**config.mk**
```make
export PLATFORM = sky130hd
export DESIGN_NAME = spi_xfer_arbiter
export DESIGN_NICKNAME = d
export VERILOG_FILES = /design/src/rtl/spi_xfer_arbiter.sv
export SDC_FILE = /design/constraint.sdc
export NUM_CORES = 1
export LEC_CHECK = 0
export BUFFER_PORTS_ARGS = -buffer_cell sky130_fd_sc_hd__buf_2
export CORE_MARGIN = 2
export CORE_UTILIZATION = 47
export CTS_CLUSTER_DIAMETER = 80
export DETAILED_ROUTE_END_ITERATION = 8
export PLACE_DENSITY = 0.9
export SLEW_MARGIN = 20
export SYNTH_ARGS = -nofsm -noshare
export SYNTH_HDL_FRONTEND = slang
export SYNTH_SLANG_ARGS = --single-unit
```
**constraint.sdc**
```tcl
create_clock -name clk_i -period 2.1 [get_ports clk_i]
set_input_delay 0.105 -clock clk_i [delete_from_list [all_inputs] [get_ports clk_i]]
set_output_delay 0.105 -clock clk_i [all_outputs]
set_load 0.01 [all_outputs]
```
**src/rtl/spi_xfer_arbiter.sv**
```systemverilog
// Round-robin burst arbiter sharing one spi_ctrl exchange engine among NUM_REQ requesters.
// A grant owns chip select for len+1 bytes; each byte is a TX handshake, one exchange, an RX handshake.
module spi_xfer_arbiter #(
   parameter int NUM_REQ    = 4,
   parameter int REQ_IDX    = 2,
   parameter int DATA_WIDTH = 8,
   parameter int LEN_WIDTH  = 8,
   parameter int SS_WIDTH   = 2
) (
   input  logic                            clk_i,
   input  logic                            soft_rst_i,
   input  logic                            enable_i,
   input  logic [NUM_REQ-1:0]              req_i,
   input  logic [NUM_REQ*LEN_WIDTH-1:0]    req_len_i,
   input  logic [NUM_REQ*SS_WIDTH-1:0]     req_ss_i,
   output logic [NUM_REQ-1:0]              gnt_o,
   input  logic [NUM_REQ-1:0]              tx_valid_i,
   input  logic [NUM_REQ*DATA_WIDTH-1:0]   tx_data_i,
   output logic [NUM_REQ-1:0]              tx_ready_o,
   output logic [NUM_REQ-1:0]              rx_valid_o,
   output logic [DATA_WIDTH-1:0]           rx_data_o,
   input  logic [NUM_REQ-1:0]              rx_ready_i,
   output logic [NUM_REQ-1:0]              done_o,
   output logic                            abort_o,
   output logic                            cs_active_o,
   output logic [SS_WIDTH-1:0]             cs_sel_o,
   output logic                            eng_exchange_o,
   output logic [DATA_WIDTH-1:0]           eng_send_data_o,
   input  logic                            eng_busy_i,
   input  logic                            eng_ready_i,
   input  logic [DATA_WIDTH-1:0]           eng_recv_data_i
);

   typedef enum logic [2:0] {IDLE, WAIT_TX, LAUNCH, XFER, RX_PUSH, DONE} state_t;

   state_t                state_q, state_d;
   logic [REQ_IDX-1:0]    w_q, w_d, rr_last_q, rr_last_d;
   logic [LEN_WIDTH-1:0]  cnt_q, cnt_d;
   logic [SS_WIDTH-1:0]   cs_sel_q, cs_sel_d;
   logic                  exch_q, exch_d;
   logic [DATA_WIDTH-1:0] send_q, send_d, rx_data_q, rx_data_d;
   logic                  rx_valid_q, rx_valid_d, abort_q, abort_d;

   logic [LEN_WIDTH-1:0]  len_arr [NUM_REQ];
   logic [SS_WIDTH-1:0]   ss_arr  [NUM_REQ];
   logic [DATA_WIDTH-1:0] txd_arr [NUM_REQ];
   logic [NUM_REQ-1:0]    w_onehot;
   logic                  burst_active;
   logic                  win_found;
   logic [REQ_IDX-1:0]    win_idx, cand;

   for (genvar g = 0; g < NUM_REQ; g++) begin : g_unpack
      assign len_arr[g] = req_len_i[g*LEN_WIDTH +: LEN_WIDTH];
      assign ss_arr[g]  = req_ss_i[g*SS_WIDTH +: SS_WIDTH];
      assign txd_arr[g] = tx_data_i[g*DATA_WIDTH +: DATA_WIDTH];
   end

   // Scan offsets from farthest to nearest so the nearest requester after rr_last wins.
   always_comb begin
      win_found = 1'b0;
      win_idx   = '0;
      cand      = '0;
      for (int i = NUM_REQ; i >= 1; i--) begin
         cand = REQ_IDX'((int'(rr_last_q) + i) % NUM_REQ);
         if (req_i[cand]) begin
            win_found = 1'b1;
            win_idx   = cand;
         end
      end
   end

   assign w_onehot     = NUM_REQ'(1) << w_q;
   assign burst_active = (state_q == WAIT_TX) || (state_q == LAUNCH) ||
                         (state_q == XFER)    || (state_q == RX_PUSH);

   always_comb begin
      state_d    = state_q;
      w_d        = w_q;
      rr_last_d  = rr_last_q;
      cnt_d      = cnt_q;
      cs_sel_d   = cs_sel_q;
      exch_d     = exch_q;
      send_d     = send_q;
      rx_data_d  = rx_data_q;
      rx_valid_d = rx_valid_q;
      abort_d    = abort_q;
      tx_ready_o = '0;
      case (state_q)
         IDLE: begin
            abort_d = 1'b0;
            if (enable_i && win_found) begin
               w_d      = win_idx;
               cnt_d    = len_arr[win_idx];
               cs_sel_d = ss_arr[win_idx];
               state_d  = WAIT_TX;
            end
         end
         WAIT_TX: begin
            tx_ready_o = w_onehot & {NUM_REQ{~eng_busy_i}};
            // A byte offered in the same cycle the request drops still goes out.
            if (tx_valid_i[w_q] && !eng_busy_i) begin
               send_d  = txd_arr[w_q];
               exch_d  = 1'b1;
               state_d = LAUNCH;
            end else if (!req_i[w_q]) begin
               abort_d = 1'b1;
               state_d = DONE;
            end
         end
         LAUNCH: begin
            if (eng_busy_i) begin
               exch_d  = 1'b0;
               state_d = XFER;
            end
         end
         XFER: begin
            if (eng_ready_i) begin
               rx_data_d  = eng_recv_data_i;
               rx_valid_d = 1'b1;
               state_d    = RX_PUSH;
            end
         end
         RX_PUSH: begin
            if (rx_ready_i[w_q]) begin
               rx_valid_d = 1'b0;
               if (cnt_q == '0) begin
                  state_d = DONE;
               end else begin
                  cnt_d   = cnt_q - LEN_WIDTH'(1);
                  state_d = WAIT_TX;
               end
            end
         end
         DONE: begin
            rr_last_d = w_q;
            abort_d   = 1'b0;
            state_d   = IDLE;
         end
         default: state_d = IDLE;
      endcase
   end

   always_ff @(posedge clk_i) begin
      if (soft_rst_i) begin
         state_q    <= IDLE;
         w_q        <= '0;
         rr_last_q  <= REQ_IDX'(NUM_REQ - 1);
         cnt_q      <= '0;
         cs_sel_q   <= '0;
         exch_q     <= 1'b0;
         send_q     <= '0;
         rx_data_q  <= '0;
         rx_valid_q <= 1'b0;
         abort_q    <= 1'b0;
      end else begin
         state_q    <= state_d;
         w_q        <= w_d;
         rr_last_q  <= rr_last_d;
         cnt_q      <= cnt_d;
         cs_sel_q   <= cs_sel_d;
         exch_q     <= exch_d;
         send_q     <= send_d;
         rx_data_q  <= rx_data_d;
         rx_valid_q <= rx_valid_d;
         abort_q    <= abort_d;
      end
   end

   assign gnt_o           = burst_active ? w_onehot : '0;
   assign cs_active_o     = burst_active;
   assign cs_sel_o        = cs_sel_q;
   assign done_o          = (state_q == DONE) ? w_onehot : '0;
   assign abort_o         = abort_q;
   assign rx_valid_o      = rx_valid_q ? w_onehot : '0;
   assign rx_data_o       = rx_data_q;
   assign eng_exchange_o  = exch_q;
   assign eng_send_data_o = send_q;

endmodule
```
==> results.json <==
{
  "fp.dieW_um": 80.6,
  "slowest_stage": "mux4_2",
  "leakagePower_uw": 0.00171,
  "worstSetupPathType": "reg2reg",
  "r2r_setup_slack_ps": 100,
  "clock-sinks": 36,
  "p_switching_uw": 1170,
  "report.final.slew_viol_count": 0,
  "yosys.area_share.adder": 0.00907,
  "synth_top_family_by_area": "simple AND/OR/NAND/NOR gates",
  "ys.flop_type": "dfxtp_1",
  "path_cells": "mux4_2 -> a22oi_4 -> or3_1 -> nor2_1 -> a32o_1",
  "setup_tns_ps": 0,
  "synth.net_count": 422,
  "drt.antenna.violating_nets": 0,
  "wl_met1_um": 3450,
  "slew_headroom": 0.587,
  "ctsHoldBuffers": 0,
  "grt_pass1_wl_um": 13000,
  "switching_share": 0.397,
  "async_reset_ff_frac": 0,
  "clk_pin_slew_worst_paths_ps": 80,
  "final_cell_mix": "buf_2, nor2_1, dfxtp_1",
  "synth_top_area_cell": "dfxtp_1",
  "port-buffer-count": 133,
  "p_clk_frac": 0.211,
  "overflow": 0,
  "arrival_ps": 2190,
  "finalWirelength_um": 8200,
  "synthMuxAreaShare": 0.166,
  "layout_commonest_cell": "buf_2",
  "holdWs_ps": 31.2,
  "critPathCaptureType": "register",
  "cap_violations": 0,
  "root_buffer": "clkbuf_8",
  "final_util": 0.652,
  "synth.avg_cell_area_um2": 8.54,
  "grt_pass1_vias": 2914,
  "setup_viol": 0,
  "cts_tree": "done",
  "timing.fmax_ghz": 0.500,
  "viasPerCell": 5.76,
  "die_y_um": 80.6,
  "rows": 27,
  "start_util": 0.495,
  "yosysWarnings": 0,
  "tightest_slew_ps": 617,
  "grt_util_all_layers": 0.257,
  "power_density_mw_per_mm2": 815,
  "cell_internal_pwr_uw": 1790,
  "clockBufferDepth": 2,
  "hold_viol": 0,
  "slowest_delay_ps": 600,
  "synthCells": 323,
  "final_cells": 529,
  "ios": 134,
  "seq_area_frac_synth": 0.261,
  "ys_types": 59,
  "clock_latency_ps": 300,
  "drive_above_1_share": 0.407,
  "diodes": 0,
  "cts-htree-levels": 2,
  "peakVddDrop_v": 0.000592,
  "total_power_uw": 2960,
  "min_period_ps": 2000,
  "syn_area_mm2": 0.00276,
  "grt_antenna_before_repair": 0,
  "wl_per_cell_um": 15.5,
  "dr.first_iter.drc_count": 163,
  "ys_ff_latch": 36,
  "combPwrFrac": 0.492,
  "met2_length_um": 3940,
  "syn_to_final_growth_pct": 31.7,
  "routabilityCongestion": 0.891,
  "worstPathRequired_ps": 2290,
  "synth-edff-count": 0,
  "rsz0062_at_grt": "yes",
  "wl_met3_um": 534,
  "startpoint_type": "register",
  "dp_cells": 521,
  "hold_class": "in2reg",
  "dieArea_mm2": 0.00650,
  "post-route-period-util": 0.952,
  "synth_compound_area_frac": 0.235,
  "cts_made_buffers": 5,
  "synthSimpleGateAreaFrac": 0.252,
  "layout.nets": 555,
  "status": "finished, final reports clean",
  "synth_top_area_frac": 0.261,
  "routed.top_layer": "met4",
  "core_area_mm2": 0.00557,
  "routed-via-count": 3047,
  "dp_hpwl_um": 6340,
  "drtPass1Iterations": 5,
  "grt_max_degree": 30,
  "synth_area_leaders": "dfxtp_1, mux4_1, nor2_1",
  "synth-xor-area-share": 0.00952,
  "route.detailed.drc": 0,
  "cp_max_fo": 7,
  "pwr-share-seq": 0.297,
  "skew_ps": 9.30
}
==> metal layers <==
metal | vias to the layer above | track usage
met5 | - | 0
met4 | 0 | 0.120
met3 | 25 | 0.0596
met2 | 147 | 0.418
met1 | 1404 | 0.321
li1 | 1471 | -
==> power by group through the flow <==
stage	logic (uW)	registers [uW]	clock network [uW]
final	1460	880	625
after CTS	1440	875	625
after detailed placement	1420	889	0
after global placement	1380	885	0
after global routing	1580	894	656
after floorplan	1030	876	0
==> registers in the layout, summed over array words and instances, names as in the netlist <==
register         count
abort_o              1
cnt_q                8
cs_sel_o             2
eng_exchange_o       1
eng_send_data_o      8
rr_last_q            2
rx_data_o            8
rx_valid_q           1
state_q              3
w_q                  2
==> worst max-delay path, delay by kind of cell, from the launching register on <==
family             cells  cell delay [ps]
and+or+nand+nor        2              270
AOI/OAI and AO/OA      2              580
DFF                    1              450
muxes                  1              600
==> cell families (layout without fill, tap and decap cells) <==
group	Yosys count	count (layout)
compound gates	77	77
xor+xnor	3	3
mux	28	28
flops	36	36
buf+inv	37	171
fa+ha+maj	2	2
simple gates	140	140
==> timing repair <==
action	4_1_cts	5_1_grt
setup buffers	0	0
gates resized for setup	0	1
endpoints found under the setup margin	0	5
==> synthesized netlist by cell type (3+ instances only) <==
library cell	n
clkbuf_1	8
nand2_1	34
dfxtp_1	36
mux2i_1	11
nor2_1	43
inv_1	12
mux2_2	6
nand3_1	13
a2111oi_0	5
nor2b_1	5
a2111oi_2	3
mux4_1	9
nand3b_1	3
nand2b_1	9
buf_6	4
o31a_2	3
a211oi_1	16
a311oi_1	7
nor3_1	6
a21oi_1	16
o31ai_1	3
a21o_1	4
and3_1	10
buf_2	10
==> stage by stage <==
stage / cell area (um2) / setup WS [ps]
2_1_floorplan: 2760 / 333
3_3_place_gp: 3520 / 169
3_5_place_dp: 3520 / 84.2
4_1_cts: 3630 / 68.4
5_1_grt: 3630 / -9.85
6_report: 3630 / 100
==> worst paths after layout <==
path,startpoint,endpoint,cells after the start
max reg2reg,w_q[0]$_SDFFE_PP0P_,cnt_q[6]$_SDFFE_PP0P_,5
max,w_q[0]$_SDFFE_PP0P_,cnt_q[6]$_SDFFE_PP0P_,5
min,eng_recv_data_i[5],rx_data_o[5]$_SDFFE_PP0P_,3
min reg2reg,rx_data_o[5]$_SDFFE_PP0P_,rx_data_o[5]$_SDFFE_PP0P_,2
==> layout make-up <==
class / count / area [um2]
tap: 72 / 90.1
clock buffer: 5 / 68.8
inverter: 12 / 45.0
sequential: 36 / 722
timing repair buffer: 151 / 813
clock inverter: 3 / 42.5
fill: 456 / 1940
multi-input combinational: 250 / 1850
No activity file was read; power rests on OpenSTA's default activity.
